$ cat config.mk
export PLATFORM = sky130hd
export DESIGN_NAME = immediate_gen_pipe
export DESIGN_NICKNAME = d
export VERILOG_FILES = /design/src/rtl/imm_gen_pkg.sv /design/src/rtl/imm_decode_comb.sv /design/src/rtl/immediate_gen_pipe.sv
export SDC_FILE = /design/constraint.sdc
export NUM_CORES = 1
export LEC_CHECK = 0
export CORE_ASPECT_RATIO = 0.7
export CORE_MARGIN = 2
export CORE_UTILIZATION = 38
export CTS_BUF_LIST = sky130_fd_sc_hd__clkbuf_16
export CTS_CLUSTER_DIAMETER = 150
export DETAILED_ROUTE_END_ITERATION = 10
export PLACE_DENSITY = 0.64
export SLEW_MARGIN = 20
export SYNTH_ARGS = -nofsm -noshare
export SYNTH_HDL_FRONTEND = slang
export SYNTH_HIERARCHICAL = 1
export SYNTH_SLANG_ARGS = --single-unit
$ cat constraint.sdc
create_clock -name CLK -period 1.9 [get_ports CLK]
set_input_delay 0.38 -clock CLK [delete_from_list [all_inputs] [get_ports CLK]]
set_output_delay 0.38 -clock CLK [all_outputs]
set_load 0.01 [all_outputs]
$ cat src/rtl/imm_gen_pkg.sv
// Shared constants for the immediate generator: select codes, RV opcodes,
// pipeline state encoding and the format-to-immediate extraction helper.
package imm_gen_pkg;

    // Immediate select codes presented downstream
    localparam logic [2:0] IMM_U    = 3'b000;
    localparam logic [2:0] IMM_J    = 3'b001;
    localparam logic [2:0] IMM_S    = 3'b010;
    localparam logic [2:0] IMM_B    = 3'b011;
    localparam logic [2:0] IMM_I    = 3'b100;
    localparam logic [2:0] IMM_SH   = 3'b101;
    localparam logic [2:0] IMM_CSR  = 3'b110;
    localparam logic [2:0] IMM_ZIMM = 3'b111;

    // Major opcodes that carry an immediate
    localparam logic [6:0] OPC_LUI    = 7'b0110111;
    localparam logic [6:0] OPC_AUIPC  = 7'b0010111;
    localparam logic [6:0] OPC_JAL    = 7'b1101111;
    localparam logic [6:0] OPC_STORE  = 7'b0100011;
    localparam logic [6:0] OPC_BRANCH = 7'b1100011;
    localparam logic [6:0] OPC_LOAD   = 7'b0000011;
    localparam logic [6:0] OPC_JALR   = 7'b1100111;
    localparam logic [6:0] OPC_OPIMM  = 7'b0010011;
    localparam logic [6:0] OPC_SYSTEM = 7'b1110011;

    // Occupancy of the MAIN/SKID output pair
    typedef enum logic [1:0] {
        ST_EMPTY = 2'd0,
        ST_ONE   = 2'd1,
        ST_FULL  = 2'd2
    } pipe_state_e;

    // Builds the 64-bit immediate for a given format; callers truncate to
    // XLEN, which is safe because signed formats are extended to bit 63.
    function automatic logic [63:0] imm_extract(input logic [31:0] instr,
                                                input logic [2:0]  sel,
                                                input int          xlen);
        logic [63:0] imm;
        case (sel)
            IMM_U:    imm = {{32{instr[31]}}, instr[31:12], 12'b0};
            IMM_J:    imm = {{43{instr[31]}}, instr[31], instr[19:12],
                             instr[20], instr[30:21], 1'b0};
            IMM_S:    imm = {{52{instr[31]}}, instr[31:25], instr[11:7]};
            IMM_B:    imm = {{51{instr[31]}}, instr[31], instr[7],
                             instr[30:25], instr[11:8], 1'b0};
            IMM_I:    imm = {{52{instr[31]}}, instr[31:20]};
            IMM_SH:   imm = (xlen == 64) ? {58'b0, instr[25:20]}
                                         : {59'b0, instr[24:20]};
            IMM_CSR:  imm = {52'b0, instr[31:20]};
            IMM_ZIMM: imm = {59'b0, instr[19:15]};
            default:  imm = 64'b0;
        endcase
        return imm;
    endfunction

endpackage

$ cat src/rtl/imm_decode_comb.sv
// Combinational opcode decode: picks the immediate format from the
// instruction itself and produces sel / extended immediate / illegal flag.
// Optional: define IMM_GEN_ZIMM_EN to emit sel 111 (zimm) for CSRxxI forms.
module imm_decode_comb
    import imm_gen_pkg::*;
#(
    parameter int XLEN = 32
) (
    input  logic [31:0]     instr_i,
    output logic [2:0]      sel_o,
    output logic [XLEN-1:0] imm_o,
    output logic            illegal_o
);

    logic [6:0]  opcode;
    logic [2:0]  funct3;
    logic [63:0] imm_full;
    logic        unused_imm_bits;

    assign opcode = instr_i[6:0];
    assign funct3 = instr_i[14:12];

    // Format selection; opcodes without an immediate report illegal, sel 000
    always_comb begin
        sel_o     = IMM_U;
        illegal_o = 1'b0;
        case (opcode)
            OPC_LUI, OPC_AUIPC: sel_o = IMM_U;
            OPC_JAL:            sel_o = IMM_J;
            OPC_STORE:          sel_o = IMM_S;
            OPC_BRANCH:         sel_o = IMM_B;
            OPC_LOAD, OPC_JALR: sel_o = IMM_I;
            OPC_OPIMM: begin
                if (funct3 == 3'b001 || funct3 == 3'b101) sel_o = IMM_SH;
                else                                      sel_o = IMM_I;
            end
            OPC_SYSTEM: begin
                // funct3 000 is ECALL/EBREAK/xRET: no immediate field
                if (funct3 == 3'b000) begin
                    illegal_o = 1'b1;
                end else begin
`ifdef IMM_GEN_ZIMM_EN
                    sel_o = funct3[2] ? IMM_ZIMM : IMM_CSR;
`else
                    sel_o = IMM_CSR;
`endif
                end
            end
            default: illegal_o = 1'b1;
        endcase
    end

    assign imm_full        = illegal_o ? 64'b0 : imm_extract(instr_i, sel_o, XLEN);
    assign imm_o           = imm_full[XLEN-1:0];
    // Upper bits beyond XLEN are intentionally dropped
    assign unused_imm_bits = ^imm_full;

endmodule

$ cat src/rtl/immediate_gen_pipe.sv
// Registered immediate generator for decode. Decoded results enter a
// MAIN/SKID output pair so that IN_READY comes straight from a flop.
// Outputs come from MAIN only; FLUSH empties both entries.
// Optional: IMM_GEN_ZIMM_EN (see imm_decode_comb) enables the zimm format.
module immediate_gen_pipe
    import imm_gen_pkg::*;
#(
    parameter int XLEN  = 32,
    parameter int TAG_W = 32
) (
    input  logic             CLK,
    input  logic             RESETN,
    input  logic             FLUSH,
    input  logic             IN_VALID,
    output logic             IN_READY,
    input  logic [31:0]      IN_INSTR,
    input  logic [TAG_W-1:0] IN_TAG,
    output logic             OUT_VALID,
    input  logic             OUT_READY,
    output logic [XLEN-1:0]  OUT_IMM,
    output logic [2:0]       OUT_IMM_SEL,
    output logic             OUT_ILLEGAL,
    output logic [TAG_W-1:0] OUT_TAG
);

    typedef struct packed {
        logic [XLEN-1:0]  imm;
        logic [2:0]       sel;
        logic             ill;
        logic [TAG_W-1:0] tag;
    } entry_t;

    entry_t      dec_entry_d;
    entry_t      main_q;
    entry_t      skid_q;
    pipe_state_e state_q;
    logic        in_ready_q;
    logic        accept;

    imm_decode_comb #(
        .XLEN (XLEN)
    ) u_decode (
        .instr_i   (IN_INSTR),
        .sel_o     (dec_entry_d.sel),
        .imm_o     (dec_entry_d.imm),
        .illegal_o (dec_entry_d.ill)
    );

    assign dec_entry_d.tag = IN_TAG;
    assign accept          = IN_VALID & in_ready_q;

    // Occupancy FSM: moves entries through MAIN/SKID and registers IN_READY
    // from the next state (ready whenever SKID will be free)
    always_ff @(posedge CLK or negedge RESETN) begin
        if (!RESETN) begin
            state_q    <= ST_EMPTY;
            main_q     <= '0;
            skid_q     <= '0;
            in_ready_q <= 1'b1;
        end else if (FLUSH) begin
            state_q    <= ST_EMPTY;
            main_q     <= '0;
            skid_q     <= '0;
            in_ready_q <= 1'b1;
        end else begin
            case (state_q)
                ST_EMPTY: begin
                    if (accept) begin
                        main_q  <= dec_entry_d;
                        state_q <= ST_ONE;
                    end
                    in_ready_q <= 1'b1;
                end
                ST_ONE: begin
                    if (accept && !OUT_READY) begin
                        skid_q     <= dec_entry_d;
                        state_q    <= ST_FULL;
                        in_ready_q <= 1'b0;
                    end else if (accept) begin
                        main_q     <= dec_entry_d;
                        in_ready_q <= 1'b1;
                    end else if (OUT_READY) begin
                        state_q    <= ST_EMPTY;
                        in_ready_q <= 1'b1;
                    end
                end
                ST_FULL: begin
                    // No accept possible here: IN_READY is low while SKID holds data
                    if (OUT_READY) begin
                        main_q     <= skid_q;
                        state_q    <= ST_ONE;
                        in_ready_q <= 1'b1;
                    end
                end
                default: begin
                    state_q    <= ST_EMPTY;
                    in_ready_q <= 1'b1;
                end
            endcase
        end
    end

    assign IN_READY    = in_ready_q;
    assign OUT_VALID   = (state_q != ST_EMPTY);
    assign OUT_IMM     = main_q.imm;
    assign OUT_IMM_SEL = main_q.sel;
    assign OUT_ILLEGAL = main_q.ill;
    assign OUT_TAG     = main_q.tag;

endmodule

# --- Word level (Yosys, flattened, before mapping) ---
# Index checks and enable logic that the tools add are counted.
# W data, S select, Z words.
word_totals:
  ff_bits: 139
  latch_bits: 0
  ram_bits: 0
  rom_bits: 0
  in_bits: 69
  word_cells: 78
  mem_count: 0
classes:
  addsub: 0
  n_mul: 0
  div_mod_pow: 0
  n_lt_le_gt_ge: 0
  n_eq_ne: 25
  n_shift: 0
  muxes: 27
  bitwise_logic: 1
  reduce_logical: 15
op_table:
  columns: ["cell", "count"]
  rows:
  - ["$mux W68", 7]
  - ["$pmux W32 S8", 1]
  - ["$pmux W68 S3", 1]
  - ["$mux W32", 1]
  - ["$eq A7 B7 Y1 const B", 4]
  - ["$pmux W3 S6", 1]
  - ["$eq A3 B3 Y1 const B", 5]
  - ["$eq A7 B5 Y1 const B", 2]
  - ["$eq A7 B6 Y1 const B", 2]
  - ["$mux W2", 6]
  - ["$ne A3 B3 Y1 const B", 3]
  - ["$ne A4 B4 Y1 const B", 2]
  - ["$reduce_or A8 Y1", 1]
  - ["$eq A7 B2 Y1 const B", 1]
  - ["$eq A3 B1 Y1 const B", 2]
  - ["$eq A3 B2 Y1 const B", 2]
  - ["$logic_not A3 Y1", 2]
  - ["$mux W1", 6]
  - ["$pmux W2 S3", 1]
  - ["$reduce_bool A2 Y1", 3]
  - ["$pmux W1 S2", 2]
  - ["$reduce_and A4 Y1", 1]
  - ["$reduce_bool A4 Y1", 1]
  - ["$mux W3", 1]
  - ["10 further kinds", 10]

# --- Longest topological paths before layout ---
logic_depth:
  word_depth: 11
  depth_mapped: 11
  ltp_nobuf: 9

# --- Cells and area by module ---
# The synthesis kept the hierarchy.
modules_own_cells:
  columns: ["module", "instances", "cells_per_inst", "area_per_inst_um2", "seq_area_each_um2"]
  rows:
  - ["immediate_gen_pipe", 1, 479, 6164.7, 3479.6]
  - ["imm_decode_comb", 1, 99, 589.3, 0.0]

# --- Least setup slack after synthesis ---
# No wires, ideal clock.
synth_path:
  path_type: "flip-flop to flip-flop"
  startpoint: "reg state_q[0]"
  endpoint: "reg main_q (netlist bit OUT_TAG[11])"
  setup_ps: 127
  arrival_time_ps: 1849
  setup_slack_ps: -77
  path_stages_with_launch: 10
  path_buffers: 3
  path_cell_list: "dfrtp_1 inv_1 ha_1 buf_2 and3b_1 o21ai_1 a21oi_2 buf_4 buf_6 mux2_1"
synth_via:
  elab_chain_cells: 3
synth_lines:
  columns: ["item", "line", "text"]
  rows:
  - ["start, declared", "immediate_gen_pipe.sv:36", "pipe_state_e state_q;"]
  - ["start signal, assigned", "immediate_gen_pipe.sv:56", "state_q <= ST_EMPTY;"]
  - ["start signal, assigned", "immediate_gen_pipe.sv:61", "state_q <= ST_EMPTY;"]
  - ["start signal, assigned", "immediate_gen_pipe.sv:70", "state_q <= ST_ONE;"]
  - ["$eq A2 B1 Y1 (tied with other cells)", "immediate_gen_pipe.sv:66", "case (state_q)"]
  - ["$ne A3 B3 Y1 (no source line) (tied with other cells)", null, null]
  - ["$reduce_and A3 Y1 (no source line) or $mux W68 (tied branches)", null, null]
  - ["end signal, assigned", "immediate_gen_pipe.sv:69", "main_q <= dec_entry_d;"]
  - ["end signal, assigned", "immediate_gen_pipe.sv:80", "main_q <= dec_entry_d;"]
  - ["end signal, assigned", "immediate_gen_pipe.sv:90", "main_q <= skid_q;"]
  - ["end, declared", "immediate_gen_pipe.sv:34", "entry_t main_q;"]
# Several ways; a longest one is shown, not always the timed one.
# A chain may end at the register's enable or synchronous reset.

# --- Worst setup path in the final report ---
layout_path:
  startpoint: "reg state_q[1]"
  endpoint: "reg main_q (netlist bit OUT_TAG[6])"
# Same word-level chain as after synthesis.

==> qor.txt <==
area grow syn2layout: 50.1%
Die ar.: 18900 um^2
Lkg Pwr: 4.74 nW
design area: 10100 um^2
CP Capture Type: flop
Post-DRT Antenna Nets: 0
share of cells above drive strength 1: 0.273
grt met1 use: 0.311
top_reg_cell synth: dfrtp_1
WHS Path Cells: 2
Max Clk Rate: 502 MHz
vias per cell: 5.34
Clock Power Share: 0.363
DRC viols: 0
GR Overflow Total: 0
DRT iter0 DRCs: 313
Hold Path Sink: IN_READY
Critical Path Slowest Stage Cell: dfrtp_1
status: complete, but fails checks
root buffer cell: clkbuf_16
Worst Path Required: 2.20 ns
Yosys cell types: 48
CTS tree: yes
r2r endpoint: OUT_TAG[6]
synth top area cells: dfrtp_1 (51%), mux2i_1 (10%), a22o_1 (9.3%)
H-tree Lvls: 4
Hold Vio Cnt, Final: 0
GPL Wtd Cong: 0.881
Cell Count, Final, Fillers Out: 1015
worst skew pair latency: 0.42 ns
# fillers: 1391
Post-Syn Area per Cell: 11.7 um^2
total wire length: 20300 um
routed len/inst: 20.0 um
die height: 116 um
Power Density: 925 nW/um^2
failing checks: negative setup slack
Slew @ Worst Pin: 0.578 ns
fin crit period: 1.99 ns
final worst path period share: 1.05
reg2reg start: state_q[1]
number of diodes: 0
Cell Area, Synth: 6750 um^2
Synth Net Count: 651
sum of negative setup slack: -3.35 ns
placed cells: 960
initial antenna violation count: 0
R2R setup slack: -0.09 ns
delay-heaviest family, CP: buffers and inverters
worst min-delay path class: in -> reg
final worst slack: -0.0930 ns
Rel. slew slack: 0.614
Worst setup SP type: flop
GR peak layer: met2
worst-path cell chain: buf_6 -> ha_4 -> and3b_2 -> o21ai_2 -> a21oi_4 -> buf_6 -> buf_12 -> buf_16 -> mux2_2
post-DP HPWL: 12100 um
Num CTS Buffers: 17
initial core utilization: 0.391
total number of vias: 5424
pre-CTS setup slack: -0.777 ns
largest net degree at the start of global routing: 70
P_sw: 0.00262 W
peak supply drop: 0.000566 V
Die X-Extent: 163 um
Slew Limit Fails: 0
Internal: 0.00676 W
Yosys top cell area share: 0.511
Synth area leader: dfrtp_1
CP max stage delay: 0.39 ns
vias in the first global route: 5771
# clock sinks: 139
min-delay src: FLUSH
detailed-router iteration count before antenna repair: 4
synthesized instance count: 578
I/O Buffers: 138
Crit Path Max Fanout: 10
Cell Area, Placed: 8890 um^2
Top Ports: 139
ys async rst share: 1.00
switching share of power: 0.279
WP data arrival: 2.30 ns
Crit path buffers/inverters: 4
sequential area share after synthesis: 0.515
combinational fraction of design power: 0.278
Core Area: 17300 um^2
#FFs+latches synth: 139
skew final: 0.0109 ns
R2R cell count: 9
crit path kind: reg -> reg
EDFF count, synth: 0
RSZ-0062 raised after global routing: true
max capacitance violation total: 0
site row count: 40
Flop pwr share: 0.359
met2 Resource Use GR: 0.347
# setup viols final: 68
first-pass GRT wire length: 32300 um
M3 GR Usage: 0.0540
Layout Nets: 844
clock tree buffer depth: 2
Pwr Total: 0.00938 W
Total Routing Usage GR: 0.225
most frequent CP cell: buf_6
synth warn: 6
Reg clk slew, reported paths: 0.06 ns
==> metal layers <==
metal,routed length (um),vias up
met4,359,0
met1,9570,2750
met2,9140,169
met3,1250,25
li1,-,2480
met5,0,-
==> synth_stat cells (all sizes together) (3+ instances only) <==
library cell,n
dfrtp,138
nor2,76
a22o,72
mux2,68
mux2i,68
nand2,30
buf,23
nand3,22
clkbuf,21
and2,7
inv,7
o21ai,5
a21oi,4
and3,4
ha,4
nand4b,3
==> worst register-to-register path: cells and delay by family (launching register included) <==
kind            cells  cell delay, ns
simple gates        1            0.24
buf+inv             4            0.54
flops               1            0.39
mux                 1            0.35
compound gates      2            0.22
fa+ha+maj           1            0.15
==> area by class of cell <==
cell class / instances / area, um^2 / share of cell area
clock buffers: 17 / 425 / 0.0420
clock inverters: 15 / 175 / 0.0173
inverters: 7 / 28.8 / 0.00284
multi-input cells: 391 / 3430 / 0.338
flip-flops and latches: 139 / 3480 / 0.343
well taps: 231 / 289 / 0.0285
repair buffers: 215 / 2310 / 0.228
==> what timing repair did <==
item                                    in CTS  in global routing
cloned                                       9                  2
hold buffers                                 1                  0
setup buffers                                9                  2
endpoints found under the hold margin       33                  0
endpoints found under the setup margin      92                 97
resized for setup                           80                 13
pin swaps                                   12                  1
==> worst max-delay path by stage <==
stage | depth (start not counted) | startpoint | endpoint | slack (ns)
4_1_cts | 9 | state_q[1] | OUT_TAG[4] | -0.11
6_report | 9 | state_q[1] | OUT_TAG[6] | -0.09
3_5_place_dp | 10 | IN_INSTR[4] | OUT_IMM[15] | -0.78
5_1_grt | 9 | state_q[1] | OUT_TAG[2] | -0.15
2_1_floorplan | 10 | IN_INSTR[5] | OUT_IMM[22] | -0.02
3_3_place_gp | 10 | IN_INSTR[4] | OUT_IMM[27] | -0.69
==> cells by family (layout without fill, tap and decap cells) <==
group | count (synthesis) | after routing | share of synthesized area
multiplexers | 136 | 136 | 0.214
AND/OR/NAND/NOR | 156 | 159 | 0.110
AO/OA/AOI/OAI | 91 | 91 | 0.115
XOR/XNOR | 1 | 1 | 0.00130
buffers and inverters | 51 | 254 | 0.0370
flip-flops | 139 | 139 | 0.515
adder cells (fa/ha/maj) | 4 | 4 | 0.00741
==> power groups by stage <==
stage / clock network [W] / logic [W] / registers, W
after floorplan: 0 / 0.000985 / 0.00348
after global placement: 0 / 0.00197 / 0.00340
after detailed placement: 0 / 0.00202 / 0.00342
after CTS: 0.00347 / 0.00254 / 0.00336
after global routing: 0.00361 / 0.00277 / 0.00340
final: 0.00340 / 0.00260 / 0.00337
==> through the flow <==
step	hold slack, ns	utilization
after floorplan	0.0844	-
after global placement	0.310	0.515
after detailed placement	0.319	0.515
after CTS	0.316	0.582
after global routing	0.347	0.587
final	0.345	0.587
==> flip-flops by register name, summed over array words and instances (netlist names) <==
| register | cells |
|---|---|
| skid_q | 68 |
| OUT_IMM | 32 |
| OUT_TAG | 32 |
| OUT_IMM_SEL | 3 |
| state_q | 2 |
| IN_READY | 1 |
| OUT_ILLEGAL | 1 |
==> cells in the final DEF, fill, tap and decap left out, drive strengths merged, types with 2 or more instances in the layout <==
| cell type | Yosys | final |
|---|---|---|
| bufinv | 0 | 3 |
| mux2 | 68 | 68 |
| dlygate4sd2 | 0 | 11 |
| a21oi | 4 | 4 |
| nor2b | 2 | 2 |
| a21boi | 2 | 2 |
| nor2 | 76 | 76 |
| clkbuf | 21 | 18 |
| a22o | 72 | 72 |
| nand3b | 2 | 2 |
| nand3 | 22 | 22 |
| dfrtp | 138 | 138 |
| ha | 4 | 4 |
| nor3 | 2 | 2 |
| and2 | 7 | 7 |
| clkdlybuf4s50 | 0 | 124 |
| mux2i | 68 | 68 |
| o211ai | 2 | 2 |
| and3 | 4 | 4 |
| clkinv | 0 | 6 |
| nand4b | 3 | 6 |
| nand2 | 30 | 30 |
| inv | 7 | 12 |
| o21ai | 5 | 5 |
| and3b | 2 | 2 |
| buf | 23 | 77 |
No activity file was read; power rests on OpenSTA's default activity.
